## config.mk

```make
export PLATFORM = sky130hd
export DESIGN_NAME = shift_reg_sequencer
export DESIGN_NICKNAME = d
export VERILOG_FILES = /design/src/rtl/shift_reg_sequencer.sv
export SDC_FILE = /design/constraint.sdc
export NUM_CORES = 1
export LEC_CHECK = 0
export BUFFER_PORTS_ARGS = -buffer_cell sky130_fd_sc_hd__buf_2
export CORE_UTILIZATION = 30
export CTS_BUF_LIST = sky130_fd_sc_hd__clkbuf_8 sky130_fd_sc_hd__clkbuf_16
export DETAILED_ROUTE_END_ITERATION = 8
export GPL_ROUTABILITY_DRIVEN = 0
export PLACE_DENSITY = 0.63
export SYNTH_ARGS = -nofsm -noshare
export SYNTH_HDL_FRONTEND = slang
export SYNTH_SLANG_ARGS = --single-unit
```

## constraint.sdc

```tcl
create_clock -name clk -period 1.65 [get_ports clk]
set_input_delay 0.2475 -clock clk [delete_from_list [all_inputs] [get_ports clk]]
set_output_delay 0.2475 -clock clk [all_outputs]
set_load 0.05 [all_outputs]
```

## src/rtl/shift_reg_sequencer.sv

```systemverilog
// Round-robin arbiter and sequencer that drives an external right-shift register as a
// framed parallel-to-serial transmitter, LSB first, with an idle gap between frames.
module shift_reg_sequencer #(
  parameter int unsigned WIDTH = 4,
  parameter int unsigned DIV   = 4,
  parameter int unsigned GAP   = 1
) (
  input  logic             clk,
  input  logic             rst,
  input  logic             req0_valid,
  input  logic [WIDTH-1:0] req0_data,
  output logic             req0_ready,
  input  logic             req1_valid,
  input  logic [WIDTH-1:0] req1_data,
  output logic             req1_ready,
  output logic             sr_load,
  output logic [WIDTH-1:0] sr_d,
  output logic             sr_shift_en,
  input  logic             sr_q0,
  output logic             ser_out,
  output logic             ser_valid,
  output logic             owner,
  output logic             busy,
  output logic             done
);

  localparam int unsigned GapCycles = GAP * DIV;
  localparam int unsigned DivW = (DIV > 1) ? $clog2(DIV) : 1;
  localparam int unsigned BitW = (WIDTH > 1) ? $clog2(WIDTH) : 1;
  localparam int unsigned GapW = (GapCycles > 1) ? $clog2(GapCycles) : 1;
  localparam logic [DivW-1:0] DivLast = DivW'(DIV - 1);
  localparam logic [BitW-1:0] BitLast = BitW'(WIDTH - 1);
  localparam logic [GapW-1:0] GapLast = GapW'((GapCycles > 0) ? GapCycles - 1 : 0);

  typedef enum logic [1:0] {StIdle, StLoad, StShift, StGap} state_e;

  state_e          state_q;
  logic [DivW-1:0] div_cnt_q;
  logic [BitW-1:0] bit_cnt_q;
  logic [GapW-1:0] gap_cnt_q;
  logic            last_grant_q;
  logic            owner_q;
  logic [WIDTH-1:0] sr_d_q;

  logic grant0, grant1, div_last, bit_last, in_shift;

  // On a tie the requester that did not win last time gets the register.
  always_comb begin
    grant0 = req0_valid && (!req1_valid || last_grant_q);
    grant1 = req1_valid && (!req0_valid || !last_grant_q);
  end

  assign in_shift = (state_q == StShift);
  assign div_last = (div_cnt_q == DivLast);
  assign bit_last = (bit_cnt_q == BitLast);

  assign req0_ready  = !rst && (state_q == StIdle) && grant0;
  assign req1_ready  = !rst && (state_q == StIdle) && grant1;
  assign sr_load     = (state_q == StLoad);
  assign sr_d        = sr_d_q;
  assign sr_shift_en = in_shift && div_last && !bit_last;
  assign done        = in_shift && div_last && bit_last;
  assign ser_valid   = in_shift;
  assign ser_out     = in_shift && sr_q0;
  assign owner       = owner_q;
  assign busy        = (state_q != StIdle);

  always_ff @(posedge clk) begin
    if (rst) begin
      state_q      <= StIdle;
      div_cnt_q    <= '0;
      bit_cnt_q    <= '0;
      gap_cnt_q    <= '0;
      last_grant_q <= 1'b1;
      owner_q      <= 1'b0;
      sr_d_q       <= '0;
    end else begin
      unique case (state_q)
        StIdle: begin
          if (grant0 || grant1) begin
            sr_d_q       <= grant1 ? req1_data : req0_data;
            owner_q      <= grant1;
            last_grant_q <= grant1;
            state_q      <= StLoad;
          end
        end
        StLoad: begin
          div_cnt_q <= '0;
          bit_cnt_q <= '0;
          state_q   <= StShift;
        end
        StShift: begin
          if (div_last) begin
            div_cnt_q <= '0;
            if (bit_last) begin
              gap_cnt_q <= '0;
              state_q   <= (GAP == 0) ? StIdle : StGap;
            end else begin
              bit_cnt_q <= bit_cnt_q + 1'b1;
            end
          end else begin
            div_cnt_q <= div_cnt_q + 1'b1;
          end
        end
        StGap: begin
          if (gap_cnt_q == GapLast) begin
            state_q <= StIdle;
          end else begin
            gap_cnt_q <= gap_cnt_q + 1'b1;
          end
        end
        default: state_q <= StIdle;
      endcase
    end
  end

endmodule

```

==> results of run 1 <==
==> routing by layer <==
layer  part of all wire  vias to the layer above  GRT usage
met5                  0                        -          0
met4                  0                        0     0.0132
met3              0.067                        0     0.0593
met2               0.47                       26      0.230
met1               0.46                      328      0.144
li1                   -                      371          -
==> cell families (layout without fill, tap and decap cells) <==
group / count (synthesis) / count (layout)
AO/OA/AOI/OAI: 26 / 26
AND/OR/NAND/NOR: 25 / 25
flip-flops: 14 / 14
adder cells (fa/ha/maj): 8 / 8
buffers and inverters: 8 / 39
multiplexers: 5 / 5
==> worst max path at each step <==
stage                  from            to  slack [ns]  cells after the start
2_1_floorplan    state_q[0]  bit_cnt_q[0]        0.05                      7
5_1_grt        bit_cnt_q[0]   sr_shift_en       0.009                      4
3_5_place_dp     state_q[0]    req0_ready        0.13                      4
4_1_cts          state_q[1]    req0_ready        0.01                      4
6_report       bit_cnt_q[0]   sr_shift_en        0.06                      4
3_3_place_gp     state_q[0]    req1_ready        0.17                      4
==> registers in the layout, indices dropped and copies added (netlist names) <==
| name | cells |
|---|---|
| last_grant_q | 1 |
| sr_d | 4 |
| state_q | 2 |
| gap_cnt_q | 2 |
| bit_cnt_q | 2 |
| div_cnt_q | 2 |
| owner | 1 |
==> synthesized netlist by cell type, types with 2 or more instances <==
master,n
dfxtp_1,14
a21oi_1,11
ha_1,8
inv_1,6
mux2i_1,5
o21ai_0,5
nand2b_1,4
nand2_1,3
nand3_1,3
and2_1,2
and3_1,2
buf_2,2
nor2_1,2
o31ai_1,2
==> layout by cell type, fill, tap and decap left out, drive strengths merged, types with 3 or more instances in the layout <==
cell type and count:
and3 3, a21oi 11, nand2 3, dfxtp 14
mux2i 5, ha 8, clkbuf 4, o21ai 5
buf 29, inv 5, nand2b 4, nand3 3
==> timing repair <==
| action | in CTS | in global routing |
|---|---|---|
| buffers inserted | 1 | 2 |
| resized for setup | 5 | 4 |
| endpoints found under the setup margin | 3 | 3 |
==> metrics by stage <==
stage          hold WS [ns]  total power [mW]
6_report              0.290              1.66
5_1_grt               0.310              1.76
4_1_cts               0.299              1.63
3_5_place_dp          0.468              1.27
3_3_place_gp          0.459              1.26
2_1_floorplan         0.445              1.11
==> power by group <==
group | internal (mW) | leakage, nW | switching (mW)
combinational | 0.286 | 0.347 | 0.564
sequential | 0.417 | 0.115 | 0.0552
clock | 0.211 | 0.0288 | 0.124
==> area by class of cell <==
class	count	area [sq um]
tap	30	37.5
inverter	6	26.3
multi-input combinational	64	518
fill	249	1420
sequential	14	283
timing repair buffer	29	163
clock buffer	4	55.1
==> run_results.csv, run 1 <==
group,metric,value,unit
sta,slew_viol_final,0,
power_and_ir_drop,cellLeakagePower,0.491,nW
power_and_ir_drop,ir_drop,0.000939,V
layout,design_area,1080,sq um
clock_tree,cts_root_buf,"clkbuf_8",
synthesis,synth_cell_types,31,
synthesis,syn-instance-count,86,
min_path,worstHoldPathType,"primary input to flip-flop",
floorplan,core-area,2500,sq um
worst_setup_path,worstPathCellList,"ha_1 > nand3b_1 > clkinvlp_4 > buf_4",
power_and_ir_drop,power_density,1530,nW/um^2
worst_setup_path,setup.worst_path.end_class,"primary output",
layout,drive_gt1_frac,0.410,
drt,dr.pass1.iters,4,
grt,grt_max_degree,12,
clock_tree,cts_buffer_depth,2,
floorplan,start_util,0.321,
place,post-place-cells,140,
drt,ant_nets,0,
flow_run,maxCapViolations,0,
sta,worst_slew_pin_slew,0.332,ns
synthesis,ys_async_sr_fraction,0,
layout,final_cells,147,
synthesis,synth_seq_area_share,0.349,
worst_setup_path,path_class,"flip-flop to primary output",
run_status,status,"completed",
synthesis,ys_ff_latch,14,
synthesis,synth_xor_area_frac,0,
worst_setup_path,reg2reg_from,"state_q[0]",
sta,tns,0,ns
sta,finalCriticalPeriod,1.59,ns
grt,grt_pass1_wl,2730,um
clock_tree,clock_latency,0.24,ns
worst_setup_path,crit_arrival,1.35,ns
drt,vias,725,
drt,viasPerCell,4.93,
drt,drc,0,
place,io_buffers,25,
sta,min_period_over_period,0.967,
worst_setup_path,cp_slowest_stage_delay,0.32,ns
sta,clock.fmax,0.627,GHz
synthesis,yosys.area_share.simple,0.197,
place,dpl_worst_slack,0.129,ns
clock_tree,cts_max_level,1,
min_path,hold_depth,2,
synthesis,muxShareOfSynthArea,0.0624,
sta,rsz0062_at_grt,"no",
synthesis,synth_top_cell_by_area,"dfxtp_1",
layout,syn_to_final_growth,34.9,%
synthesis,ys_top_cells_by_area,"dfxtp_1 (35%), ha_1 (12%), a21oi_1 (6.9%)",
floorplan,rows,18,
grt,grt_use_total,0.129,
worst_setup_path,required,1.40,ns
drt,drt-total-wl,1700,um
worst_setup_path,cp.buffers_inverters,2,
worst_setup_path,r2r.worst_path.cells,4,
floorplan,dieArea,2880,sq um
grt,antenna_found_initial,0,
synthesis,syn_nets,107,
layout,nNetsFinal,139,
floorplan,die_x,53.7,um
grt,grt_pass1_vias,663,
clock_tree,cts_inserted_buffers,3,
sta,setup_violations,0,
layout,utilization,0.433,
worst_setup_path,regToRegSetupSlack,0.32,ns
synthesis,synth_warnings,0,
sta,maxSlewHeadroom,0.776,
grt,grt-ovfl-total,0,
drt,wire_per_inst,11.5,um
worst_setup_path,critPathSlowestCell,"dfxtp_1",
synthesis,synth-adder-area-share,0.125,
worst_setup_path,cp_max_fo,4,
place,dp_hpwl,1310,um
floorplan,ios,26,
layout,antenna_cells,0,
clock_tree,cts_tree,"yes",
clock_tree,cts.sink_count,14,
min_path,hold_path.startpoint,"rst",
drt,drt_iter0_markers,1,
sta,layout_setup_ws,0.0553,ns
clock_tree,clkTransAtPathRegs,0.06,ns
synthesis,syn_area,802,sq um
worst_setup_path,r2r-end,"state_q[0]",
synthesis,synth_flop_cell,"dfxtp_1",
synthesis,synth_top_area_frac,0.349,
synthesis,synth_edf_count,0,
sta,fin_skew,0.00303,ns
place,placed_area,980,sq um
sta,finalHoldViolations,0,
synthesis,synth_top_family_by_area,"compound AO/OA/AOI/OAI gates",
floorplan,die_h,53.7,um
worst_setup_path,critical-path-top-delay-family,"flip-flops",
worst_setup_path,startpoint_type,"flip-flop",
min_path,min_to,"state_q[0]",
synthesis,synth_compound_area_frac,0.226,
synthesis,avgSynthCellArea,9.33,sq um
clock_tree,cts_hold_buffers,0,
Note: power is estimated with default switching activity, not from simulation.
==> inputs of run 2 (changes only) <==
ABC_AREA = 1   (was not set)
PLACE_DENSITY = 0.62   (was 0.63)
==> run 2 against run 1 <==
Effect of this change:
- final area increased by 3.8%
- combinational power increased by 34%
- count of clock-buffer cells in the layout unchanged
- synthesized cell count increased by 49%
- critical path depth increased by 1
- flip-flop and latch count unchanged
==> run_results.csv, run 2 <==
group,metric,value,unit
run_status,status,"completed",
drt,wire_per_inst,9.97,um
synthesis,netlist_top_cells_count,"nand2_1 (39), nor2_1 (21), inv_1 (15)",
flow_run,maxCapViolations,0,
drt,viasPerCell,4.44,
worst_setup_path,critical-path-top-delay-family,"buffers and inverters",
floorplan,dieArea,3060,sq um
clock_tree,cts_setup_buffers,0,
synthesis,syn_area,853,sq um
sta,finalHoldViolations,0,
grt,grt_pass1_wl,3080,um
grt,grt_use_total,0.127,
sta,fin_skew,0.00178,ns
layout,final_cell_mix,"nand2_1 (39), buf_2 (21), nor2_1 (20)",
layout,syn_to_final_growth,31.7,%
layout,fillCellCount,278,
clock_tree,clock_latency,0.25,ns
layout,nNetsFinal,177,
min_path,hold_path.startpoint,"rst",
layout,antenna_cells,0,
synthesis,synth_warnings,0,
worst_setup_path,path_class,"flip-flop to primary output",
synthesis,synth_top_area_frac,0.328,
synthesis,ys_top_cells_by_area,"dfxtp_1 (33%), nand2_1 (17%), ha_1 (12%)",
floorplan,die_x,55.3,um
synthesis,ys_ff_latch,14,
clock_tree,clkTransAtPathRegs,0.06,ns
synthesis,syn-instance-count,128,
clock_tree,cts_max_level,1,
synthesis,muxShareOfSynthArea,0,
synthesis,yosys.area_share.simple,0.380,
sta,worst_slew_pin_slew,0.378,ns
clock_tree,cts_buffer_depth,2,
floorplan,core-area,2590,sq um
synthesis,ys_async_sr_fraction,0,
worst_setup_path,cp_slowest_stage_delay,0.35,ns
sta,finalCriticalPeriod,1.62,ns
synthesis,synth_seq_area_share,0.328,
drt,vias,821,
floorplan,die_h,55.3,um
sta,setup_violations,0,
power_and_ir_drop,cellLeakagePower,0.587,nW
place,io_buffers,25,
worst_setup_path,worstPathCellList,"inv_4 > ha_2 > inv_1 > nor2_4 > buf_4",
layout,utilization,0.434,
synthesis,synth.most_common_cell,"nand2_1",
power_and_ir_drop,ir_drop,0.000953,V
synthesis,synth_cell_types,18,
synthesis,synth_top_family_by_area,"simple AND/OR/NAND/NOR gates",
grt,grt_max_degree,12,
drt,ant_nets,0,
place,dp_hpwl,1470,um
layout,design_area,1120,sq um
drt,drc,0,
drt,drt_iter0_markers,23,
synthesis,synth_top_cell_by_area,"dfxtp_1",
sta,slew_viol_final,0,
clock_tree,cts_root_buf,"clkbuf_8",
clock_tree,cts_tree,"yes",
synthesis,synth_xor_area_frac,0,
worst_setup_path,setup.worst_path.end_class,"primary output",
synthesis,synth-adder-area-share,0.117,
worst_setup_path,required,1.40,ns
floorplan,rows,18,
layout,drive_gt1_frac,0.329,
sta,clock.fmax,0.618,GHz
worst_setup_path,startpoint_type,"flip-flop",
layout,final_common_cell,"nand2_1",
synthesis,avgSynthCellArea,6.67,sq um
drt,drt-total-wl,1840,um
grt,grt_pass1_vias,696,
drt,dr.pass1.iters,2,
worst_setup_path,critical_path.startpoint,"state_q[0]",
worst_setup_path,cp.buffers_inverters,3,
clock_tree,cts_inserted_buffers,3,
floorplan,start_util,0.329,
sta,min_period_over_period,0.980,
min_path,worstHoldPathType,"primary input to flip-flop",
synthesis,syn_nets,149,
sta,rsz0062_at_grt,"yes",
worst_setup_path,reg2reg_from,"bit_cnt_q[0]",
synthesis,synth_compound_area_frac,0.0689,
worst_setup_path,cp_max_fo,9,
place,placed_area,1050,sq um
worst_setup_path,crit_arrival,1.37,ns
grt,antenna_found_initial,0,
worst_setup_path,critPathSlowestCell,"dfxtp_2",
power_and_ir_drop,power_density,1790,nW/um^2
synthesis,synth_edf_count,0,
grt,grt-ovfl-total,0,
synthesis,synth_flop_cell,"dfxtp_1",
floorplan,ios,26,
layout,largest_reg_flops,4,
clock_tree,cts.sink_count,14,
sta,maxSlewHeadroom,0.745,
==> run 2: changes by cell type after synthesis, sizes merged, moves of 2 or more <==
cell | previous run | this run
a21boi | 2 | 0
nand3 | 3 | 6
nand2 | 3 | 43
o31ai | 2 | 0
a21oi | 11 | 7
and2 | 2 | 0
inv | 6 | 19
nor2 | 2 | 22
nor3b | 2 | 0
mux2i | 5 | 0
nand2b | 4 | 0
and3 | 3 | 0
==> run 2: logic make-up (layout without fill, tap and decap cells) <==
| family | Yosys count | count (layout) |
|---|---|---|
| buf+inv | 21 | 48 |
| compound gates | 11 | 11 |
| simple gates | 74 | 74 |
| fa+ha+maj | 8 | 8 |
| flops | 14 | 14 |
==> run 2: path summary, 6_finish.rpt <==
path	endpoint	slack [ns]	depth (start not counted)
worst max-delay path	done	0.03	5
worst min-delay path	bit_cnt_q[1]	0.28	2
worst max register to register	state_q[0]	0.40	8
worst min register to register	owner	0.46	2
==> run 2: what timing repair did <==
| action | CTS | global route |
|---|---|---|
| gates resized for setup | 6 | 1 |
| pin swaps | 0 | 1 |
| setup endpoints to repair | 4 | 4 |
| hold buffers | 0 | 0 |
==> run 2: through the flow <==
stage | std cells | total power [mW] | setup TNS [ns] | setup WS [ns] | hold slack [ns]
floorplan | 128 | 1.46 | -0.0472 | -0.0236 | 0.310
global placement | 181 | 1.63 | 0 | 0.250 | 0.454
detailed placement | 181 | 1.66 | 0 | 0.207 | 0.461
CTS | 185 | 2.02 | 0 | 0.00936 | 0.284
global route | 185 | 2.17 | -0.117 | -0.0348 | 0.294
finish | 185 | 2.01 | 0 | 0.0330 | 0.284
==> run 2: routing by layer <==
layer	global-route usage	wire, um	part of all wire
met1	0.148	836	0.45
met2	0.215	919	0.50
met3	0.0492	87	0.047
met4	0.0321	0	0
met5	0	0	0
==> run 2: final cells by class <==
class	instances	area (sq um)	share of cell area
clock buffer	4	55.1	0.0490
inverter	19	77.6	0.0690
multi-input combinational	93	528	0.470
sequential	14	283	0.252
tap	30	37.5	0.0334
timing repair buffer	25	143	0.127
==> run 2: worst reg2reg max path: stages, from the launching register on <==
cell and delay (ns):
dfxtp_1 0.36, ha_1 0.24, nand2_1 0.12, nand2_1 0.11
nand2_1 0.07, inv_2 0.07, nand3_1 0.06, nand2_1 0.06
nor2_1 0.05
==> run 2: power breakdown <==
group / leakage, nW / switching (mW) / internal (mW)
clock network: 0.0288 / 0.130 / 0.212
registers: 0.116 / 0.0761 / 0.451
logic: 0.443 / 0.786 / 0.351
total: 0.587 / 0.992 / 1.01
==> inputs of run 3 (changes only) <==
CAP_MARGIN = 5   (was not set)
PLACE_DENSITY = not set   (was 0.62)
PLACE_DENSITY_LB_ADDON = 0.25   (was not set)
==> run 3 against run 2 <==
Effect of this change:
- via count rose by 2.4%
- clock power fell by 20%
- setup slack improved by 0.032 ns
- die area did not move
- largest power group unchanged
- clock skew fell by 0.00094 ns
- wire length rose by 3.5%
==> run_results.csv, run 3 (synthesis gave the netlist of run 2 again) <==
group,metric,value,unit
worst_setup_path,worstPathCellList,"inv_2 > ha_4 > clkinvlp_4 > nor3_4 > buf_6",
worst_setup_path,setup.worst_path.end_class,"primary output",
layout,design_area,1120,sq um
place,dp_hpwl,1510,um
drt,vias,841,
min_path,min_to,"bit_cnt_q[1]",
min_path,worstHoldPathType,"primary input to flip-flop",
grt,use_met1,0.150,
power_and_ir_drop,ir_drop,0.000921,V
sta,slew_viol_final,0,
sta,rsz0062_at_grt,"yes",
power_and_ir_drop,cellLeakagePower,0.582,nW
clock_tree,cts.sink_count,14,
grt,grt.busiest_layer,"met2",
worst_setup_path,crit_arrival,1.34,ns
sta,worst_slew_pin_slew,0.330,ns
power_and_ir_drop,p_clk_frac,0.139,
clock_tree,cts_inserted_buffers,3,
grt,grt_use_met2,0.217,
sta,hold_ws,0.297,ns
grt,grt_use_total,0.131,
floorplan,core-area,2590,sq um
worst_setup_path,critical-path-top-delay-family,"buffers and inverters",
drt,wire_per_inst,10.4,um
drt,drt-total-wl,1910,um
worst_setup_path,regToRegSetupSlack,0.42,ns
floorplan,ios,26,
drt,viasPerCell,4.57,
grt,grt_pass1_wl,3110,um
sta,finalCriticalPeriod,1.59,ns
worst_setup_path,cp_max_fo,4,
sta,clock.fmax,0.631,GHz
layout,syn_to_final_growth,31.2,%
drt,ant_nets,0,
grt,grt-ovfl-total,0,
layout,antenna_cells,0,
sta,fin_skew,0.000836,ns
grt,grt_pass1_vias,736,
floorplan,start_util,0.329,
clock_tree,cts_root_buf,"clkbuf_8",
min_path,hold_path.startpoint,"rst",
layout,final_common_cell,"nand2_1",
sta,min_period_over_period,0.961,
layout,final_cell_mix,"nand2_1 (39), buf_2 (21), nor2_1 (20)",
place,post-place-cells,181,
worst_setup_path,r2r.worst_path.cells,7,
min_path,hold_depth,2,
power_and_ir_drop,switching_share,0.505,
clock_tree,clkTransAtPathRegs,0.05,ns
place,io_buffers,25,
floorplan,die_x,55.3,um
grt,grt_max_degree,12,
drt,drt_iter0_markers,9,
clock_tree,cts_setup_buffers,0,
sta,maxSlewHeadroom,0.778,
run_status,status,"completed",
floorplan,rows,18,
sta,setup_violations,0,
clock_tree,cts_max_level,1,
worst_setup_path,cp_slowest_stage_delay,0.35,ns
clock_tree,cts_tree,"yes",
flow_run,maxCapViolations,0,
place,placed_area,1050,sq um
power_and_ir_drop,power_density,1750,nW/um^2
worst_setup_path,reg2reg_from,"bit_cnt_q[0]",
power_and_ir_drop,p_int,0.971,mW
grt,antenna_found_initial,0,
sta,finalHoldViolations,0,
power_and_ir_drop,p_comb_frac,0.589,
drt,dr.pass1.iters,4,
floorplan,dieArea,3060,sq um
layout,nNetsFinal,177,
worst_setup_path,r2r-end,"state_q[0]",
power_and_ir_drop,switchingPower,0.991,mW
power_and_ir_drop,sequentialPowerShare,0.272,
worst_setup_path,cp.buffers_inverters,3,
worst_setup_path,critPathSlowestCell,"dfxtp_2",
power_and_ir_drop,finalPower,1.96,mW
clock_tree,clock_latency,0.24,ns
layout,drive_gt1_frac,0.325,
floorplan,die_h,55.3,um
worst_setup_path,path_class,"flip-flop to primary output",
drt,drc,0,
clock_tree,cts_buffer_depth,2,
layout,final_cells,184,
worst_setup_path,required,1.40,ns
grt,use_met3,0.0515,
worst_setup_path,startpoint_type,"flip-flop",
layout,largest_reg_flops,4,
==> run 3: stage by stage <==
stage	utilization	setup WS [ns]	TNS, ns
6_report	0.432	0.0647	0
5_1_grt	0.432	-0.00279	-0.00279
4_1_cts	0.428	-0.00930	-0.0120
3_5_place_dp	0.405	0.198	0
3_3_place_gp	0.405	0.229	0
2_1_floorplan	-	-0.0236	-0.0472
==> run 3: per-layer routing <==
layer | wire [um] | up-vias
met5 | 0 | -
met4 | 17 | 0
met3 | 83 | 2
met2 | 957 | 21
met1 | 849 | 374
li1 | - | 444
==> run 3: worst max-delay path by stage <==
stage | from | end | cells after the start
global placement | state_q[1] | req0_ready | 5
finish | state_q[1] | req0_ready | 5
detailed placement | state_q[0] | req0_ready | 5
floorplan | state_q[1] | req0_ready | 4
global route | state_q[0] | req0_ready | 5
CTS | state_q[0] | done | 5
==> run 3: area by class of cell <==
class,count,area [sq um]
repair buffers,25,143
fillers,275,1470
well taps,30,37.5
multi-input cells,93,538
flip-flops and latches,14,283
inverters,19,77.6
clock buffers,3,41.3
==> run 3: power by group through the flow <==
stage | Combinational [mW] | Sequential, mW | Clock, mW
floorplan | 0.793 | 0.671 | 0
global placement | 1.12 | 0.523 | 0
detailed placement | 1.14 | 0.535 | 0
CTS | 1.16 | 0.528 | 0.292
global route | 1.27 | 0.550 | 0.307
finish | 1.16 | 0.534 | 0.272
==> run 3: what timing repair did <==
item,CTS,global route
setup endpoints to repair,4,5
pin swaps,0,3
gates resized for setup,6,2
hold buffers,0,0
